### src/rtl/inst_queue_ctrl_pkg.sv
// Shared types for the fetch/decode instruction queue: queue entry, the
// IF/ID port bundle and the sequential-PC helper.
package inst_queue_ctrl_pkg;

    localparam logic [31:0] INST_BYTES = 32'd4;

    typedef struct packed {
        logic [31:0] inst;
        logic [31:0] pc;
    } iq_entry_t;

    typedef struct packed {
        logic [31:0] inst1;
        logic        inst1_en;
        logic [31:0] inst2;
        logic        inst2_en;
        logic [31:0] pc;
    } if_id_port_t;

    function automatic logic [31:0] next_pc(input logic [31:0] pc);
        return pc + INST_BYTES;
    endfunction

endpackage

### src/rtl/inst_queue_ctrl_chk.sv
// Property checker for the instruction queue controller: occupancy bound,
// no state growth while not ready, and issue data held during stall.
module inst_queue_ctrl_chk
    import inst_queue_ctrl_pkg::*;
#(
    parameter int DEPTH = 8,
    parameter int PTR_W = $clog2(DEPTH)
) (
    input logic         clk,
    input logic         rst,
    input logic         flush,
    input logic         stall,
    input logic         in_ready,
    input logic [PTR_W:0] count,
    input logic [97:0]  out_port
);

    if_id_port_t out_s;
    assign out_s = if_id_port_t'(out_port);

    a_count_bound: assert property (@(posedge clk) disable iff (rst)
        count <= (PTR_W+1)'(DEPTH));

    a_no_push_when_full: assert property (@(posedge clk)
        (!rst && !flush && !in_ready) |=> (count <= $past(count)));

    a_stall_hold_slot1: assert property (@(posedge clk)
        (!rst && !flush && stall && out_s.inst1_en) |=>
        (out_s.inst1_en && $stable(out_s.inst1) && $stable(out_s.pc)));

    a_stall_hold_slot2: assert property (@(posedge clk)
        (!rst && !flush && stall && out_s.inst2_en) |=>
        (out_s.inst2_en && $stable(out_s.inst2)));

endmodule

### src/rtl/iq_storage.sv
// Instruction queue data array: two write ports (tail, tail+1) and two
// combinational read ports (head, head+1). Data is not reset.
module iq_storage #(
    parameter int DEPTH = 8,
    parameter int PTR_W = $clog2(DEPTH)
) (
    input  logic             clk,
    input  logic             we0,
    input  logic [PTR_W-1:0] waddr0,
    input  logic [63:0]      wdata0,
    input  logic             we1,
    input  logic [PTR_W-1:0] waddr1,
    input  logic [63:0]      wdata1,
    input  logic [PTR_W-1:0] raddr0,
    output logic [63:0]      rdata0,
    input  logic [PTR_W-1:0] raddr1,
    output logic [63:0]      rdata1
);

    logic [63:0] mem_r [DEPTH];

    // Write ports; the controller only ever presents distinct addresses.
    always_ff @(posedge clk) begin
        if (we0) begin
            mem_r[waddr0] <= wdata0;
        end
        if (we1) begin
            mem_r[waddr1] <= wdata1;
        end
    end

    assign rdata0 = mem_r[raddr0];
    assign rdata1 = mem_r[raddr1];

endmodule

### src/rtl/inst_queue_ctrl.sv
// Two-wide decoupling instruction queue between fetch and decode: buffers
// fetch pairs in program order and issues up to two sequential entries per cycle.
module inst_queue_ctrl
    import inst_queue_ctrl_pkg::*;
#(
    parameter int DEPTH = 8,
    parameter int PTR_W = $clog2(DEPTH)
) (
    input  logic           Clk,
    input  logic           Rst,
    input  logic           Flush,
    input  logic           Stall,
    input  logic [97:0]    In_Port,
    output logic           In_Ready,
    output logic [97:0]    Out_Port,
    output logic [PTR_W:0] Count
);

    localparam logic [PTR_W:0] DEPTH_C = (PTR_W+1)'(DEPTH);
    localparam logic [PTR_W:0] ONE_C   = (PTR_W+1)'(1);
    localparam logic [PTR_W:0] TWO_C   = (PTR_W+1)'(2);

    if_id_port_t      in_s;
    if_id_port_t      out_s;
    iq_entry_t        wdata0_s;
    iq_entry_t        wdata1_s;
    iq_entry_t        head_s;
    iq_entry_t        next_s;
    logic [PTR_W-1:0] head_r;
    logic [PTR_W-1:0] tail_r;
    logic [PTR_W:0]   count_r;
    logic             push1_s;
    logic             push2_s;
    logic             we0_s;
    logic             we1_s;
    logic [1:0]       push_cnt_s;
    logic [1:0]       pop_cnt_s;
    logic             en1_s;
    logic             en2_s;

    assign in_s     = if_id_port_t'(In_Port);
    // Ready depends on registered occupancy only; same-cycle pops earn no credit.
    assign In_Ready = (DEPTH_C - count_r) >= TWO_C;

    // Write-port steering: a lone Inst2 takes the tail slot with PC+4.
    always_comb begin
        push1_s  = In_Ready & in_s.inst1_en & ~Flush & ~Rst;
        push2_s  = In_Ready & in_s.inst2_en & ~Flush & ~Rst;
        wdata0_s = '{inst: in_s.inst1, pc: in_s.pc};
        wdata1_s = '{inst: in_s.inst2, pc: next_pc(in_s.pc)};
        we0_s    = 1'b0;
        we1_s    = 1'b0;
        if (push1_s) begin
            we0_s = 1'b1;
            we1_s = push2_s;
        end else if (push2_s) begin
            we0_s    = 1'b1;
            wdata0_s = wdata1_s;
        end else begin
            we0_s = 1'b0;
        end
        push_cnt_s = {1'b0, push1_s} + {1'b0, push2_s};
    end

    iq_storage #(
        .DEPTH (DEPTH),
        .PTR_W (PTR_W)
    ) u_storage (
        .clk    (Clk),
        .we0    (we0_s),
        .waddr0 (tail_r),
        .wdata0 (wdata0_s),
        .we1    (we1_s),
        .waddr1 (tail_r + PTR_W'(1)),
        .wdata1 (wdata1_s),
        .raddr0 (head_r),
        .rdata0 (head_s),
        .raddr1 (head_r + PTR_W'(1)),
        .rdata1 (next_s)
    );

    // Issue view: second slot only pairs with a sequential PC, otherwise it waits.
    always_comb begin
        en1_s     = count_r >= ONE_C;
        en2_s     = (count_r >= TWO_C) && (next_s.pc == next_pc(head_s.pc));
        pop_cnt_s = Stall ? 2'd0 : ({1'b0, en1_s} + {1'b0, en2_s});
        out_s     = '{inst1:    head_s.inst,
                      inst1_en: en1_s,
                      inst2:    next_s.inst,
                      inst2_en: en2_s,
                      pc:       head_s.pc};
    end

    assign Out_Port = out_s;
    assign Count    = count_r;

    // Pointer and occupancy registers; reset and flush discard any same-cycle push/pop.
    always_ff @(posedge Clk) begin
        if (Rst || Flush) begin
            head_r  <= '0;
            tail_r  <= '0;
            count_r <= '0;
        end else begin
            head_r  <= head_r + PTR_W'(pop_cnt_s);
            tail_r  <= tail_r + PTR_W'(push_cnt_s);
            count_r <= count_r + (PTR_W+1)'(push_cnt_s) - (PTR_W+1)'(pop_cnt_s);
        end
    end

    inst_queue_ctrl_chk #(
        .DEPTH (DEPTH),
        .PTR_W (PTR_W)
    ) u_chk (
        .clk      (Clk),
        .rst      (Rst),
        .flush    (Flush),
        .stall    (Stall),
        .in_ready (In_Ready),
        .count    (count_r),
        .out_port (Out_Port)
    );

endmodule

### config.mk
export PLATFORM = sky130hd
export DESIGN_NAME = inst_queue_ctrl
export DESIGN_NICKNAME = d
export VERILOG_FILES = /design/src/rtl/inst_queue_ctrl_pkg.sv /design/src/rtl/inst_queue_ctrl_chk.sv /design/src/rtl/iq_storage.sv /design/src/rtl/inst_queue_ctrl.sv
export SDC_FILE = /design/constraint.sdc
export NUM_CORES = 1
export LEC_CHECK = 0
export CAP_MARGIN = 20
export CELL_PAD_IN_SITES_DETAIL_PLACEMENT = 0
export CELL_PAD_IN_SITES_GLOBAL_PLACEMENT = 2
export CORE_MARGIN = 3
export CORE_UTILIZATION = 38
export DETAILED_ROUTE_END_ITERATION = 6
export GPL_TIMING_DRIVEN = 0
export PLACE_DENSITY_LB_ADDON = 0.1
export SETUP_SLACK_MARGIN = 0.2
export SLEW_MARGIN = 40
export SYNTH_ARGS = -nofsm -noshare
export SYNTH_HDL_FRONTEND = slang
export SYNTH_SLANG_ARGS = --single-unit
### constraint.sdc
create_clock -name Clk -period 7.7 [get_ports Clk]
set_input_delay 1.54 -clock Clk [delete_from_list [all_inputs] [get_ports Clk]]
set_output_delay 1.54 -clock Clk [all_outputs]
set_load 0.01 [all_outputs]
==> results by group <==
Timing
  • Unrepaired setup endpoints after global routing: no
  • Worst rel slew slack: 37.5%
  • Worst-Margin Slew: 0.937 ns
  • Final hold slack: 0.667 ns
  • Fin crit share: 94.5%
  • Maximum clock frequency: 137 MHz
  • Min Tclk post-route: 7.28 ns
  • Final setup vio count: 0
  • Final hold viol count: 0
  • Max Slew Vio Count: 0
  • Setup_tns: 0 ns
  • Final worst setup slack: 0.424 ns
  • Worst Clk Skew: 0.0187 ns

Placement
  • RD Place Congestion: 0.814
  • # port buffers: 153
  • Post-Place Cells: 3843
  • Dpl ws: 0.0721 ns
  • Half-perimeter wire length after placement: 84800 um

Die
  • Die ar.: 0.0860 mm^2
  • Core ar.: 0.0811 mm^2
  • Starting Density: 38.7%
  • I/O pin count: 205
  • Die width: 293 um
  • Rows: 104
  • Die Y: 293 um

Synthesis
  • Area contributors post-synth: edfxtp_1 (49%), mux4_2 (17%), a21oi_1 (5.2%), nor2_1 (5.0%), xnor2_1 (3.6%)
  • Syn avg cell area: 12.2 um^2
  • Post-synth top cells: edfxtp_1 (512), nor2_1 (421), a21oi_1 (327), mux4_2 (242), nand2_1 (216)
  • Synthesized cell area: 0.0314 mm^2
  • Sequential share of the synthesized area: 49.7%
  • Syn_nets: 2690
  • Yosys warning count: 0
  • Asr flop ratio synth: 0%
  • Most common cell in the netlist: edfxtp_1
  • Yosys reg bits: 522
  • Top FF cell, synth: edfxtp_1
  • Cell count after synthesis: 2566
  • Yosys cell types: 64
  • Post-synth top area share: 49.0%
  • Yosys top cell by area: edfxtp_1
  • Post-synth EDFFs: 512

Global routing
  • First-pass GRT wire length: 166000 um
  • Met2 GRT Util: 48.3%
  • GR Util met1: 33.1%
  • GRT Util Overall: 26.8%
  • Largest net degree at the start of global routing: 16
  • Gr busiest metal: met2
  • Initial antenna violation count: 7
  • Routing usage on met3: 4.38%
  • Overflow after GRT: 0
  • Number of global-route vias before repair: 23700

Routing
  • DRT iter0 DRCs: 2170
  • First-pass detailed-route iteration total: 6
  • Post-route DRC: 0
  • Via Count: 22900
  • Final WL: 116000 um
  • Vias per Instance: 5.79
  • Wire per inst: 29.4 um
  • Remaining antenna violation count: 0

Pwr
  • PwrDens: 229 mW/mm^2
  • Power Total: 8520 uW
  • Peak VDD IR: 0.174 mV
  • Static leakage: 0.0123 uW

Worst setup path
  • Setup CP Type: flip-flop to output pin
  • Required time worst endpoint: 6.16 ns
  • CP max stage delay: 0.56 ns
  • CP most frequent cell: buf_2
  • CP Capture Type: output pin
  • Worst setup SP type: flip-flop
  • Crit path DAT: 5.74 ns
  • CP Max Fanout: 10
  • Max stage delay cell, worst path: mux4_2
  • Sequence of cells on the critical path: buf_2 -> buf_2 -> clkbuf_4 -> buf_2 -> buf_4 -> mux4_2 -> mux2i_2 -> nand2_1 -> mux2_2 -> o21ai_0 -> o2111ai_1 -> nor4_4 -> buf_4 -> clkdlybuf4s50_1

CTS
  • Clock transition at path regs: 0.06 ns
  • Worst-Skew Late Latency: 0.64 ns
  • Clock Sinks: 522
  • H-tree Lvls: 2
  • Max Root-Sink Buffers: 3
  • TritonCTS Buffers: 60
  • Post-CTS Hold Fix Bufs: 0
  • CTS Root Cell: clkbuf_16
  • CTS tree: done

Layout
  • Non-filler cells in the finished layout: 3954
  • Layout cell share with drive strength beyond 1: 19.2%
  • Nets@finish: 2970
  • FILL cells: 7458
  • P&R area growth vs syn: 18.7%

Run status
  • Outcome: completed

Run
  • Max Cap Viol: 0

Min path
  • Hold Path Class: flip-flop to flip-flop
## repair_timing
action / in CTS / in global routing
pin swaps: 1 / 0
resized for setup: 8 / 6
setup buffers: 1 / 0
endpoints found under the setup margin: 25 / 1
## final timing paths
check | start | to | slack [ns] | depth (start not counted)
worst max-delay path | head_r[0]$_SDFF_PP0_ | Out_Port[32] | 0.42 | 14
worst min-delay path | head_r[0]$_SDFF_PP0_ | head_r[0]$_SDFF_PP0_ | 0.67 | 2
worst max register to register | head_r[0]$_SDFF_PP0_ | Count[3]$_SDFF_PP0_ | 1.19 | 22
worst min register to register | head_r[0]$_SDFF_PP0_ | head_r[0]$_SDFF_PP0_ | 0.67 | 2
## logic make-up (layout without fill, tap and decap cells)
kind of cell	after synthesis	after routing	synth area share, %
AOI/OAI and AO/OA	360	360	5.95
DFF	522	522	49.7
other	0	2	0
adders and majority gates	22	22	0.974
muxes	397	397	23.1
and+or+nand+nor	767	767	10.2
xor gates and xnor gates	227	227	6.41
buffers and inverters	271	597	3.71
## layout by cell type (no fill, tap or decap), types with 7 or more instances in the layout
| cell | n |
|---|---|
| nand3_1 | 25 |
| nand2_1 | 213 |
| nor2_1 | 421 |
| nand4_1 | 13 |
| buf_6 | 21 |
| buf_8 | 27 |
| inv_1 | 36 |
| clkbuf_2 | 31 |
| and3_1 | 16 |
| xor2_1 | 94 |
| mux2_2 | 47 |
| o21ai_0 | 8 |
| a21oi_1 | 325 |
| edfxtp_1 | 512 |
| mux4_2 | 242 |
| and2_1 | 14 |
| mux2i_1 | 91 |
| clkinv_1 | 15 |
| clkdlybuf4s50_1 | 153 |
| nor3_1 | 16 |
| ha_1 | 18 |
| xnor2_1 | 130 |
| buf_4 | 29 |
| clkinv_2 | 8 |
| mux4_1 | 10 |
| buf_1 | 25 |
| nor3b_1 | 7 |
| clkbuf_1 | 138 |
| clkbuf_16 | 61 |
| dfxtp_1 | 10 |
| buf_2 | 31 |
| buf_16 | 11 |
## routing by layer
metal | wire (um) | vias to the layer above
li1 | - | 10100
met1 | 45100 | 11700
met2 | 59900 | 954
met3 | 7690 | 202
met4 | 3380 | 6
met5 | 47 | -
## critical path: cells and delay by family (launching register included)
kind / cells / cell delay [ns]
buffers and inverters: 7 / 2.48
muxes: 3 / 1.24
AOI/OAI and AO/OA: 2 / 0.52
and+or+nand+nor: 2 / 0.43
DFF: 1 / 0.39
## flip-flops by register name (all words and copies together) (netlist names)
signal           cells
Count                4
head_r               3
tail_r               3
u_storage.mem_r    512
## power by group
part | internal [uW] | total (uW) | switching (uW)
logic | 1150 | 2530 | 1390
registers | 3250 | 3290 | 46.0
clock network | 1510 | 2700 | 1190
## area by class of cell
type	count	area (um^2)	share of cell area [%]
Sequential cell	522	15600	41.8
Multi-Input combinational cell	1773	14800	39.8
Timing Repair Buffer	218	2500	6.72
Clock buffer	78	1590	4.27
Tap cell	1060	1330	3.56
Buffer	235	1090	2.93
Clock inverter	30	199	0.534
Inverter	36	135	0.363
Antenna cell	2	5.00	0.0134
## stage by stage
stage                     util, %  area (um^2)
after global routing         45.9        37200
after global placement       42.2        34200
after floorplan                 -        31400
after detailed placement     43.6        35400
after CTS                    45.9        37200
final                        45.9        37200
No activity file was read; power rests on OpenSTA's default activity.
